--- src/rtl/fifo_pkg.sv ---
// Shared constants and arbiter state type for the FIFO command stage.
package fifo_pkg;

  localparam int DATA_WIDTH = 8;
  localparam int ADDR_WIDTH = 3;
  localparam int RD_TIMEOUT = 15;

  // Bit positions of the strobes inside the {WE,RE,DI} instruction word
  localparam int INST_WE = DATA_WIDTH + 1;
  localparam int INST_RE = DATA_WIDTH;

  typedef enum logic {
    PRIO_WR = 1'b0,
    PRIO_RD = 1'b1
  } arb_state_t;

endpackage

--- src/rtl/fifo_occ_tracker.sv ---
// Occupancy, outstanding-read tracking and read-return watchdog for the FIFO.
// The watchdog is a down-counter reloaded whenever no read is waiting or a
// return arrives; its terminal count raises the sticky protocol error.
module fifo_occ_tracker
  import fifo_pkg::*;
#(
  parameter int ADDR_WIDTH = 3,
  parameter int RD_TIMEOUT = 15
) (
  input  logic                clk,
  input  logic                rst,
  input  logic                wr_grant,
  input  logic                rd_grant,
  input  logic                read_valid,
  output logic [ADDR_WIDTH:0] count,
  output logic                full,
  output logic                empty,
  output logic                protocol_err
);

  localparam int DEPTH = 2 ** ADDR_WIDTH;
  localparam int TW    = $clog2(RD_TIMEOUT + 1);
  localparam logic [ADDR_WIDTH:0] DEPTH_C  = (ADDR_WIDTH + 1)'(DEPTH);
  localparam logic [ADDR_WIDTH:0] CNT_ONE  = (ADDR_WIDTH + 1)'(1);
  localparam logic [TW-1:0]       TMR_LOAD = TW'(RD_TIMEOUT);
  localparam logic [TW-1:0]       TMR_ONE  = TW'(1);

  logic [ADDR_WIDTH:0] outstanding;
  logic [TW-1:0]       tmr_cnt;
  logic                rsp_match;
  logic                rsp_orphan;
  logic                tmr_active;
  logic                tmr_tc;

  assign rsp_match  = read_valid && (outstanding != '0);
  assign rsp_orphan = read_valid && (outstanding == '0);
  assign tmr_active = (outstanding != '0) && !read_valid;
  assign tmr_tc     = tmr_active && (tmr_cnt == TMR_ONE);

  assign full  = (count == DEPTH_C);
  assign empty = (count == '0);

  // Committed occupancy; the arbiter never grants both sides in one cycle
  always_ff @(posedge clk or posedge rst) begin
    if (rst)           count <= '0;
    else if (wr_grant) count <= count + CNT_ONE;
    else if (rd_grant) count <= count - CNT_ONE;
  end

  // Reads issued to the FIFO whose data has not come back yet
  always_ff @(posedge clk or posedge rst) begin
    if (rst) begin
      outstanding <= '0;
    end else begin
      case ({rd_grant, rsp_match})
        2'b10:   outstanding <= outstanding + CNT_ONE;
        2'b01:   outstanding <= outstanding - CNT_ONE;
        default: outstanding <= outstanding;
      endcase
    end
  end

  // Return watchdog: reload while idle or on a return, otherwise count down to terminal
  always_ff @(posedge clk or posedge rst) begin
    if (rst)                  tmr_cnt <= '0;
    else if (!tmr_active)     tmr_cnt <= TMR_LOAD;
    else if (tmr_cnt != '0)   tmr_cnt <= tmr_cnt - TMR_ONE;
  end

  // Sticky error: orphan return or watchdog terminal count
  always_ff @(posedge clk or posedge rst) begin
    if (rst)                          protocol_err <= 1'b0;
    else if (rsp_orphan || tmr_tc)    protocol_err <= 1'b1;
  end

endmodule

--- src/rtl/fifo_cmd_arbiter.sv ---
// Command stage in front of the single-port-RAM FIFO: arbitrates write and
// read requests into one {WE,RE,DI} word per cycle and registers read returns.
//
//   state   | meaning
//   --------+------------------------------------------------------
//   PRIO_WR | write wins if both sides have a legal request
//   PRIO_RD | read wins if both sides have a legal request
//
// Priority only flips after a contended cycle; single-sided grants hold it.
module fifo_cmd_arbiter
  import fifo_pkg::*;
#(
  parameter int DATA_WIDTH = 8,
  parameter int ADDR_WIDTH = 3,
  parameter int RD_TIMEOUT = 15
) (
  input  logic                  clk,
  input  logic                  rst,
  input  logic                  wr_valid,
  output logic                  wr_ready,
  input  logic [DATA_WIDTH-1:0] wr_data,
  input  logic                  rd_req_valid,
  output logic                  rd_req_ready,
  output logic [DATA_WIDTH+1:0] inst,
  input  logic                  read_valid,
  input  logic [DATA_WIDTH-1:0] DO,
  output logic                  rd_data_valid,
  output logic [DATA_WIDTH-1:0] rd_data,
  output logic [ADDR_WIDTH:0]   count,
  output logic                  full,
  output logic                  empty,
  output logic                  protocol_err
);

  localparam int WE_BIT = DATA_WIDTH + 1;
  localparam int RE_BIT = DATA_WIDTH;

  arb_state_t            state, state_nxt;
  logic                  wr_req, rd_req;
  logic                  wr_grant, rd_grant;
  logic [DATA_WIDTH+1:0] inst_nxt;

  assign wr_req       = wr_valid && !full;
  assign rd_req       = rd_req_valid && !empty;
  assign wr_ready     = wr_grant;
  assign rd_req_ready = rd_grant;

  // Arbiter state register
  always_ff @(posedge clk or posedge rst) begin
    if (rst) state <= PRIO_WR;
    else     state <= state_nxt;
  end

  // Grant selection, priority toggle on contention, and next instruction word
  always_comb begin
    state_nxt = state;
    wr_grant  = 1'b0;
    rd_grant  = 1'b0;
    inst_nxt  = '0;
    if (wr_req && rd_req) begin
      if (state == PRIO_WR) begin
        wr_grant  = 1'b1;
        state_nxt = PRIO_RD;
      end else begin
        rd_grant  = 1'b1;
        state_nxt = PRIO_WR;
      end
    end else begin
      wr_grant = wr_req;
      rd_grant = rd_req;
    end
    if (wr_grant) begin
      inst_nxt[WE_BIT]           = 1'b1;
      inst_nxt[DATA_WIDTH-1:0]   = wr_data;
    end else if (rd_grant) begin
      inst_nxt[RE_BIT]           = 1'b1;
    end
  end

  // Registered instruction to the FIFO block
  always_ff @(posedge clk or posedge rst) begin
    if (rst) inst <= '0;
    else     inst <= inst_nxt;
  end

  // Read return forwarded to the consumer one cycle later, no backpressure
  always_ff @(posedge clk or posedge rst) begin
    if (rst) begin
      rd_data_valid <= 1'b0;
      rd_data       <= '0;
    end else begin
      rd_data_valid <= read_valid;
      rd_data       <= DO;
    end
  end

  fifo_occ_tracker #(
    .ADDR_WIDTH (ADDR_WIDTH),
    .RD_TIMEOUT (RD_TIMEOUT)
  ) u_occ (
    .clk          (clk),
    .rst          (rst),
    .wr_grant     (wr_grant),
    .rd_grant     (rd_grant),
    .read_valid   (read_valid),
    .count        (count),
    .full         (full),
    .empty        (empty),
    .protocol_err (protocol_err)
  );

endmodule

--- config.mk ---
export PLATFORM = sky130hd
export DESIGN_NAME = fifo_cmd_arbiter
export DESIGN_NICKNAME = d
export VERILOG_FILES = /design/src/rtl/fifo_pkg.sv /design/src/rtl/fifo_occ_tracker.sv /design/src/rtl/fifo_cmd_arbiter.sv
export SDC_FILE = /design/constraint.sdc
export NUM_CORES = 1
export LEC_CHECK = 0
export ABC_AREA = 1
export CAP_MARGIN = 10
export CORE_MARGIN = 2
export CORE_UTILIZATION = 51
export CTS_BUF_LIST = sky130_fd_sc_hd__clkbuf_8
export DETAILED_ROUTE_END_ITERATION = 10
export PLACE_DENSITY = 0.88
export SLEW_MARGIN = 20
export SYNTH_ARGS = -nofsm -noshare
export SYNTH_HDL_FRONTEND = slang
export SYNTH_SLANG_ARGS = --single-unit
export TNS_END_PERCENT = 100
--- constraint.sdc ---
create_clock -name clk -period 4.4 [get_ports clk]
set_input_delay 1.1 -clock clk [delete_from_list [all_inputs] [get_ports clk]]
set_output_delay 1.1 -clock clk [all_outputs]
set_load 0.05 [all_outputs]
Yosys cells after proc, flatten, opt, wreduce, memory -nomap -nowiden --
Index checks and enable logic that the tools add are counted.
Cells by class: order comparisons 0, bitwise logic cells 0, shift-type cells 0, reduce and logical (&&, ||, !) cells 17, eq/ne operators 5, div/mod/pow operators 0, multipliers 0, mux-type cells 13, add/subtract/negate cells 5
Operators by type and width (number):
- 2-to-1 mux 4 bit | 4
- subtractor 4 x 1 -> 4 bit, second input constant | 3
- adder 4 x 1 -> 4 bit, second input constant | 2
- logical NOT 4 bit | 2
- 2-to-1 mux 8 bit | 1
- one-hot mux 4 bit (2 select lines) | 1
- nonzero test 4 bit | 2
- logical AND 1 bit | 7
- 2-to-1 mux 1 bit | 7
- equality test 4 x 1 -> 1 bit, second input constant | 1
- equality test 4 bit, second input constant | 1
- nonzero test 2 bit | 2
- logical NOT 1 bit | 3
- equality test 2 x 1 -> 1 bit, second input constant | 1
- equality test 2 bit, second input constant | 1
- != test 2 bit, second input constant | 1
- logical OR 1 bit | 1
Word-level totals: output and inout bits 28, latch bits 0, memory bits (read-only) 0, register bits after elaboration 33, memories kept 0, word-level logic and storage cells 48, input bits 21, memory bits (writable) 0

Logic depth before layout (Yosys ltp) --
Gate-level depths: netlist (run 1).
depth in word-level cells 7, mapped depth 14, gate-level depth less buffers 14

Hierarchy --
A second synthesis (run 1) with hierarchy kept.
Second synthesis, totals: cell total of the unflattened synthesis 153, area total of the unflattened synthesis 1468.9 sq um
Modules (own cells, without submodules):
- fifo_occ_tracker | cells each 99, area an instance 825.8 sq um, instances 1, seq. area each 325.3 sq um
- fifo_cmd_arbiter | cells each 54, area an instance 643.1 sq um, instances 1, seq. area each 500.5 sq um

Least setup slack after synthesis (run 1) --
No wires, ideal clock.
path type input to output, start in wr_valid, end out wr_ready, stages 5, required time 3.300 ns, setup slack 1.470 ns, buffers on the path 1, data arrival time 1.830 ns, cell sequence inv_1 -> a21oi_2 -> o21ai_2 -> buf_6 -> inv_1
On the way: longest elaborated chain between the ends 3
RTL lines:
- from (decl) | line fifo_cmd_arbiter.sv:19 | input logic wr_valid,
- logical AND 1 bit (*) | line fifo_cmd_arbiter.sv:43 | assign wr_req = wr_valid && !full;
- logical AND 1 bit | line fifo_cmd_arbiter.sv:60 | if (wr_req && rd_req) begin
- 2-to-1 mux 1 bit (*) | line fifo_cmd_arbiter.sv:60
- to (decl) | line fifo_cmd_arbiter.sv:20 | output logic wr_ready,
Every way passes the cells marked *; elsewhere a longest branch is shown, timed or not.

Worst setup path in the final report (run 1) --
start in rd_req_valid, end out wr_ready
On the way: longest elaborated chain between the ends 3
RTL lines:
- from (decl) | line fifo_cmd_arbiter.sv:22 | input logic rd_req_valid,
- logical AND 1 bit | line fifo_cmd_arbiter.sv:44 | assign rd_req = rd_req_valid && !empty;
- logical AND 1 bit | line fifo_cmd_arbiter.sv:60
- 2-to-1 mux 1 bit | line fifo_cmd_arbiter.sv:60
No other way between the ends.

==> flow_metrics.env, run 1 <==
export IMPL_final_seq_area_um2=826
export IMPL_wire_per_inst_um=13.0
export IMPL_max_vdd_ir_drop_mv=0.649
export IMPL_cts_tree="done"
export IMPL_hold_path_class="flip-flop to flip-flop"
export IMPL_initial_utilization_pct=54.1
export IMPL_layout_drive_gt1_share_pct=9.09
export IMPL_mostFrequentLayoutCells="sky130_fd_sc_hd__clkdlybuf4s50_1 (48), sky130_fd_sc_hd__inv_1 (33), sky130_fd_sc_hd__dfrtp_1 (33), sky130_fd_sc_hd__nand2_1 (22), sky130_fd_sc_hd__nor2_1 (18)"
export IMPL_routed_via_density=4.89
export IMPL_num_antenna_cells=0
export IMPL_die_width_um=58.1
export IMPL_port_buffer_count=48
export IMPL_fin_cells=240
export IMPL_cells_after_synthesis=153
export IMPL_grt_pass1_vias=1176
export IMPL_endpoint_kind="output pin"
export IMPL_final_common_cell="sky130_fd_sc_hd__clkdlybuf4s50_1"
export IMPL_cpLargestDelayFamily="buffers and inverters"
export IMPL_max_clock_path_buffers=2
export IMPL_worst_r2r_startpoint="u_occ.count[2]$_DFFE_PP0P_"
export IMPL_critical_path_startpoint_type="input port"
export IMPL_fp_dieArea_mm2=0.00338
export IMPL_critical_path_most_common_cell="sky130_fd_sc_hd__clkdlybuf4s50_1"
export IMPL_timing_final_crit_period_ps=4070
export IMPL_detailroute_via_count=1173
export IMPL_worstPathBufferInverterCount=3
export IMPL_power_leakage_nw=1.07
export IMPL_drc_errors=0
export IMPL_worst_endpoint_required_ps=3300
export IMPL_netlist_area_mm2=0.00149
export IMPL_timing_worst_slew_pin_value_ps=863
export IMPL_status="finished clean"
export IMPL_grt_util_all_layers_pct=21.8
export IMPL_io_pins=49
export IMPL_worstSetupStartpoint="rd_req_valid"
export IMPL_cellPowerDensity_mw_per_mm2=664
export IMPL_final_net_count=238
export IMPL_min_delay_start="u_occ.protocol_err$_DFFE_PP0P_"
export IMPL_fp_coreArea_mm2=0.00276
export IMPL_dr_pass1_iters=6
export IMPL_maxSlewHeadroom_pct=42.4
export IMPL_global_route_overflow_total=0
export IMPL_critPathArrivalTime_ps=2970
export IMPL_place_detailed_hpwl_um=2420
export IMPL_floorplan_rows=19
export IMPL_first_iter_violations=37
export IMPL_drv_cap=0
export IMPL_multiInputGateArea_um2=532
export IMPL_synth_warnings=0
export IMPL_syn2layout_area_growth_pct=42.3
export IMPL_clkSinkCount=33
export IMPL_die_y_um=58.1
export IMPL_grt_start_max_net_pins=24
export IMPL_synthesized_nets=183
export IMPL_critPathMaxStageDelay_ps=730
export IMPL_tns_ps=0
export IMPL_synth_distinct_cells=25
export IMPL_synth_avg_cell_area_um2=9.76
export IMPL_clock_pin_slew_on_the_worst_setup_and_hold_paths_ps=60
export IMPL_ant_nets=0
export IMPL_post_route_period_util_pct=92.5
export IMPL_finalWeightedCongestion=0.756
export IMPL_cts_htree_levels=2
export IMPL_ctsHoldBuffers=0
export IMPL_clock_tree_root_cell="sky130_fd_sc_hd__clkbuf_8"
export IMPL_cp_cell_sequence="clkdlybuf4s50_1 > nand2_4 > o21ai_2 > inv_1 > clkdlybuf4s50_1"
export IMPL_postCtsSetupBuffers=0
export IMPL_worst_clock_skew_ps=3.05
export IMPL_yosysSeqAreaShare_pct=55.3
export IMPL_final_fill_count=184
export IMPL_critical_path_slowest_cell="sky130_fd_sc_hd__clkdlybuf4s50_1"
export IMPL_totalWireLength_um=3110
export IMPL_critical_path_class="input port to output pin"
export IMPL_grt_setup_unrepaired="false"
export IMPL_grt_antenna_before_repair=0
export IMPL_max_freq_mhz=246
export IMPL_timing_hold_violations_final=0
export IMPL_setup_violations_final=0
export IMPL_cts_resized=0
export IMPL_cts_made_buffers=5
export IMPL_ys_ff_latch=33
export IMPL_total_count_of_max_transition_violations_in_the_final_report=0
export IMPL_grt_pass1_wl_um=5240
export IMPL_critical_path_peak_fanout=12
export IMPL_placed_cells_incl_taps=232
export IMPL_clkLatencyLatePin_ps=290
==> synthesized netlist by cell type <==
master,number,area [µm²]
sky130_fd_sc_hd__a21oi_1,6,30.0
sky130_fd_sc_hd__a21oi_2,1,8.76
sky130_fd_sc_hd__a31oi_1,1,6.26
sky130_fd_sc_hd__buf_6,1,11.3
sky130_fd_sc_hd__dfrtp_1,33,826
sky130_fd_sc_hd__fa_1,1,20.0
sky130_fd_sc_hd__ha_1,8,100
sky130_fd_sc_hd__inv_1,32,120
sky130_fd_sc_hd__inv_2,1,3.75
sky130_fd_sc_hd__nand2_1,22,82.6
sky130_fd_sc_hd__nand2_2,3,18.8
sky130_fd_sc_hd__nand2_4,2,22.5
sky130_fd_sc_hd__nand3_1,5,25.0
sky130_fd_sc_hd__nand3_2,1,10.0
sky130_fd_sc_hd__nand3b_1,1,7.51
sky130_fd_sc_hd__nand4_1,2,12.5
sky130_fd_sc_hd__nor2_1,18,67.6
sky130_fd_sc_hd__nor2_2,1,6.26
sky130_fd_sc_hd__nor3_1,2,10.0
sky130_fd_sc_hd__o211ai_1,1,7.51
sky130_fd_sc_hd__o21ai_0,2,10.0
sky130_fd_sc_hd__o21ai_2,1,8.76
sky130_fd_sc_hd__xnor2_1,3,26.3
sky130_fd_sc_hd__xor2_1,4,35.0
sky130_fd_sc_hd__xor2_2,1,16.3
==> final timing paths <==
kind | to | slack [ps] | depth (start not counted)
max in group asynchronous | inst[4]$_DFF_PP0_ | 2440 | 3
max reg2reg | u_occ.count[3]$_DFFE_PP0P_ | 2230 | 13
min reg2reg | u_occ.protocol_err$_DFFE_PP0P_ | 480 | 1
max | wr_ready | 330 | 5
min | u_occ.protocol_err$_DFFE_PP0P_ | 480 | 1
min in group asynchronous | rd_data[5]$_DFF_PP0_ | 1290 | 2
==> registers in the layout, indices dropped and copies added (netlist names) <==
register / flops
u_occ.count: 4
rd_data: 8
rd_data_valid: 1
u_occ.protocol_err: 1
u_occ.outstanding: 4
u_occ.tmr_cnt: 4
inst: 10
state: 1
==> area by class of cell <==
| cell class | instances | share of cell area [%] |
|---|---|---|
| flip-flops and latches | 33 | 38.9 |
| multi-input cells | 86 | 25.0 |
| repair buffers | 49 | 23.0 |
| inverters | 33 | 5.83 |
| clock buffers | 6 | 3.89 |
| well taps | 31 | 1.83 |
| clock inverters | 2 | 1.59 |
==> report_power, final <==
part | total (mW) | switching (mW) | internal, mW
clock | 0.292 | 0.110 | 0.182
combinational | 0.672 | 0.436 | 0.236
sequential | 0.447 | 0.0655 | 0.382
==> layer usage <==
layer  vias to the layer above  GRT usage, %  wire length, µm
li1                        572             -                -
met1                       567          23.2             1220
met2                        28          39.0             1690
met3                         6          8.93              169
met4                         0          7.31               40
met5                         -             0                0
==> per-stage QoR <==
stage          setup WS, ps  power (mW)  hold WS (ps)  utilization (%)  instance area (µm²)
2_1_floorplan          1470       0.923           442                -                 1490
3_3_place_gp            354        1.09           455             72.8                 2010
3_5_place_dp            322        1.12           464             72.8                 2010
4_1_cts                 316        1.42           478             77.0                 2120
5_1_grt                 204        1.50           486             77.0                 2120
6_report                332        1.41           479             77.0                 2120
==> kinds of logic after synthesis <==
logic type | count (synthesis) | share of synthesized area [%]
AND/OR/NAND/NOR | 57 | 17.6
XOR/XNOR | 8 | 5.20
AO/OA/AOI/OAI | 12 | 4.78
adder cells (fa/ha/maj) | 9 | 8.05
buffers and inverters | 34 | 9.05
flip-flops | 33 | 55.3
No activity file was read; power rests on OpenSTA's default activity.
==> run 2, diff against run 1 <==
ABC_AREA = 0   (was 1)
PLACE_DENSITY = 0.87   (was 0.88)
==> run 2 against run 1 <==
  * The run now ends with DRC left
  * Routed wire length grew 6.3%
  * Via count shrank 1.9%
  * Sequential cell count unchanged
  * Global-route usage is 0.37 points higher
  * Total power increased by 5.4%
  * Largest power group unchanged
==> flow_metrics.env, run 2 <==
export IMPL_fp_coreArea_mm2=0.00281
export IMPL_finalWeightedCongestion=0.778
export IMPL_max_clock_path_buffers=2
export IMPL_netSwitchingPower_uw=632
export IMPL_max_freq_mhz=247
export IMPL_clock_tree_root_cell="sky130_fd_sc_hd__clkbuf_8"
export IMPL_cellInternalPower_uw=855
export IMPL_synth_warnings=0
export IMPL_biggestRegsByFlops="inst (10), rd_data (8)"
export IMPL_worst_endpoint_required_ps=3300
export IMPL_grt_start_max_net_pins=34
export IMPL_drv_cap=0
export IMPL_dominant_cell_by_count_in_the_synthesized_netlist="sky130_fd_sc_hd__dfrtp_1"
export IMPL_critical_path_peak_fanout=6
export IMPL_io_pins=49
export IMPL_first_iter_violations=57
export IMPL_placed_cells_incl_taps=209
export IMPL_die_y_um=58.7
export IMPL_place_detailed_hpwl_um=2570
export IMPL_totalWireLength_um=3310
export IMPL_fin_cells=217
export IMPL_final_seq_area_um2=826
export IMPL_synth_distinct_cells=36
export IMPL_layout_drive_gt1_share_pct=11.3
export IMPL_place_worst_setup_slack_ps=365
export IMPL_netlist_area_mm2=0.00153
export IMPL_cts_made_buffers=5
export IMPL_floorplan_rows=19
export IMPL_min_delay_start="u_occ.outstanding[3]$_DFFE_PP0P_"
export IMPL_cts_htree_levels=2
export IMPL_yosysTopAreaCell="sky130_fd_sc_hd__dfrtp_1"
export IMPL_swShare_pct=42.5
export IMPL_cells_after_synthesis=130
export IMPL_ctsHoldBuffers=0
export IMPL_power_frac_comb_pct=48.4
export IMPL_grt_antenna_before_repair=0
export IMPL_cts_tree="done"
export IMPL_postCtsSetupBuffers=0
export IMPL_maxSlewHeadroom_pct=58.5
export IMPL_tns_ps=0
export IMPL_violations="DRC"
export IMPL_wire_per_inst_um=15.2
export IMPL_dr_pass1_iters=7
export IMPL_ys_async_sr_fraction_pct=100
export IMPL_cellPowerDensity_mw_per_mm2=689
export IMPL_clock_pin_slew_on_the_worst_setup_and_hold_paths_ps=60
export IMPL_ff2ff_path_depth=9
export IMPL_ys_ff_latch=33
export IMPL_timing_final_crit_period_ps=4040
export IMPL_largest_reg_flops=10
export IMPL_fp_dieArea_mm2=0.00345
export IMPL_synth_flop_cell="sky130_fd_sc_hd__dfrtp_1"
export IMPL_final_common_cell="sky130_fd_sc_hd__clkdlybuf4s50_1"
export IMPL_number_of_synthesized_flops_with_an_enable_pin=0
export IMPL_multiInputGateArea_um2=648
export IMPL_synth_avg_cell_area_um2=11.7
export IMPL_mostFrequentLayoutCells="sky130_fd_sc_hd__clkdlybuf4s50_1 (47), sky130_fd_sc_hd__dfrtp_1 (33), sky130_fd_sc_hd__inv_1 (9), sky130_fd_sc_hd__nor2_1 (9)"
export IMPL_power_sequential_fraction_pct=32.0
export IMPL_final_fill_count=197
export IMPL_final_core_utilization_pct=77.0
export IMPL_ys_top_cells_by_count="sky130_fd_sc_hd__dfrtp_1 (33), sky130_fd_sc_hd__inv_1 (9), sky130_fd_sc_hd__nor2_1 (9)"
export IMPL_setup_violations_final=0
export IMPL_port_buffer_count=48
export IMPL_grt_pass1_wl_um=5600
export IMPL_grt_util_all_layers_pct=22.2
export IMPL_synth_top_area_share_pct=54.1
export IMPL_final_net_count=215
export IMPL_r2r_end="u_occ.count[3]$_DFFE_PP0P_"
export IMPL_critPathArrivalTime_ps=2940
export IMPL_endpoint_kind="output pin"
export IMPL_register_with_the_highest_flop_count="inst"
export IMPL_ant_nets=0
export IMPL_global_route_overflow_total=0
export IMPL_timing_worst_slew_pin_value_ps=616
export IMPL_grt_pass1_vias=1228
export IMPL_power_leakage_nw=0.958
export IMPL_worst_r2r_startpoint="u_occ.count[0]$_DFFE_PP0P_"
export IMPL_max_vdd_ir_drop_mv=0.482
export IMPL_detailroute_via_count=1151
export IMPL_routed_via_density=5.30
export IMPL_critical_path_startpoint_type="input port"
export IMPL_min_to="u_occ.outstanding[3]$_DFFE_PP0P_"
export IMPL_cell_depth_of_the_worst_min_delay_path=1
export IMPL_clkLatencyLatePin_ps=280
export IMPL_yosysSeqAreaShare_pct=54.1
export IMPL_total_count_of_max_transition_violations_in_the_final_report=0
export IMPL_die_width_um=58.7
export IMPL_drc_errors=3
export IMPL_clockPowerShare_pct=19.6
export IMPL_reg2reg_setup_slack_ps=1610
export IMPL_num_antenna_cells=0
export IMPL_synth_area_top_cells="sky130_fd_sc_hd__dfrtp_1 (54%), sky130_fd_sc_hd__ha_1 (6.6%), sky130_fd_sc_hd__and2_1 (3.3%)"
export IMPL_status="finished with violations"
export IMPL_cts_resized=0
export IMPL_synthesized_nets=160
export IMPL_grt_setup_unrepaired="false"
export IMPL_minimum_setup_slack_in_the_final_design_ps=357
export IMPL_post_route_period_util_pct=91.9
export IMPL_critical_path_class="input port to output pin"
export IMPL_timing_hold_violations_final=0
export IMPL_syn2layout_area_growth_pct=41.5
export IMPL_hold_path_class="flip-flop to flip-flop"
export IMPL_clkSinkCount=33
export IMPL_worst_clock_skew_ps=4.83
export IMPL_initial_utilization_pct=54.4
run 2: changes by cell type after synthesis, sizes merged, moves of 3 or more:
| cell | change |
|---|---|
| nand3 | -3 |
| nand2 | -19 |
| and2 | +9 |
| inv | -24 |
| nor2 | -10 |
| nor3 | +3 |
| mux2i | +3 |
| a2111oi | +3 |
run 2: how the worst max path moves through the flow:
stage / from / to / slack [ps]
after global routing: wr_valid / rd_req_ready / 240
after floorplan: u_occ.count[0]$_DFFE_PP0P_ / u_occ.outstanding[3]$_DFFE_PP0P_ / 790
after CTS: wr_valid / rd_req_ready / 360
final: wr_valid / rd_req_ready / 360
after global placement: wr_valid / rd_req_ready / 400
after detailed placement: wr_valid / rd_req_ready / 360
run 2: layer usage:
| metal | global-route usage [%] | routed length [µm] |
|---|---|---|
| met4 | 6.82 | 34 |
| met5 | 0 | 0 |
| met3 | 4.84 | 126 |
| met2 | 41.1 | 1840 |
| met1 | 25.4 | 1310 |
run 2: cell type report:
class / count / area share (%)
clock buffers: 6 / 3.82
clock inverters: 2 / 1.74
inverters: 9 / 1.56
multi-input cells: 86 / 30.0
flip-flops and latches: 33 / 38.2
well taps: 31 / 1.80
repair buffers: 50 / 22.8
run 2: kinds of logic after synthesis:
family	Yosys count	share of synthesized area [%]
buffers and inverters	11	3.44
adder cells (fa/ha/maj)	9	7.87
flip-flops	33	54.1
AO/OA/AOI/OAI	20	9.18
XOR/XNOR	9	5.16
AND/OR/NAND/NOR	43	16.8
multiplexers	5	3.44
run 2: through the flow:
step | power (mW) | instance area [µm²] | hold WS (ps)
final | 1.49 | 2160 | 483
after global routing | 1.57 | 2160 | 510
after CTS | 1.50 | 2160 | 483
after detailed placement | 1.20 | 2040 | 470
after global placement | 1.15 | 2040 | 462
after floorplan | 0.981 | 1530 | 443
run 2: power by group through the flow:
| stage | sequential [mW] | clock, mW | combinational (mW) |
|---|---|---|---|
| global route | 0.487 | 0.307 | 0.780 |
| detailed placement | 0.480 | 0 | 0.722 |
| finish | 0.476 | 0.292 | 0.719 |
| floorplan | 0.611 | 0 | 0.369 |
| global placement | 0.471 | 0 | 0.679 |
| CTS | 0.475 | 0.297 | 0.726 |
run 2: worst max-delay path: stages:
cell and delay [ps]:
sky130_fd_sc_hd__clkdlybuf4s50_1 560, sky130_fd_sc_hd__inv_1 140, sky130_fd_sc_hd__o31ai_1 320, sky130_fd_sc_hd__nor2_1 110, sky130_fd_sc_hd__clkdlybuf4s50_1 710
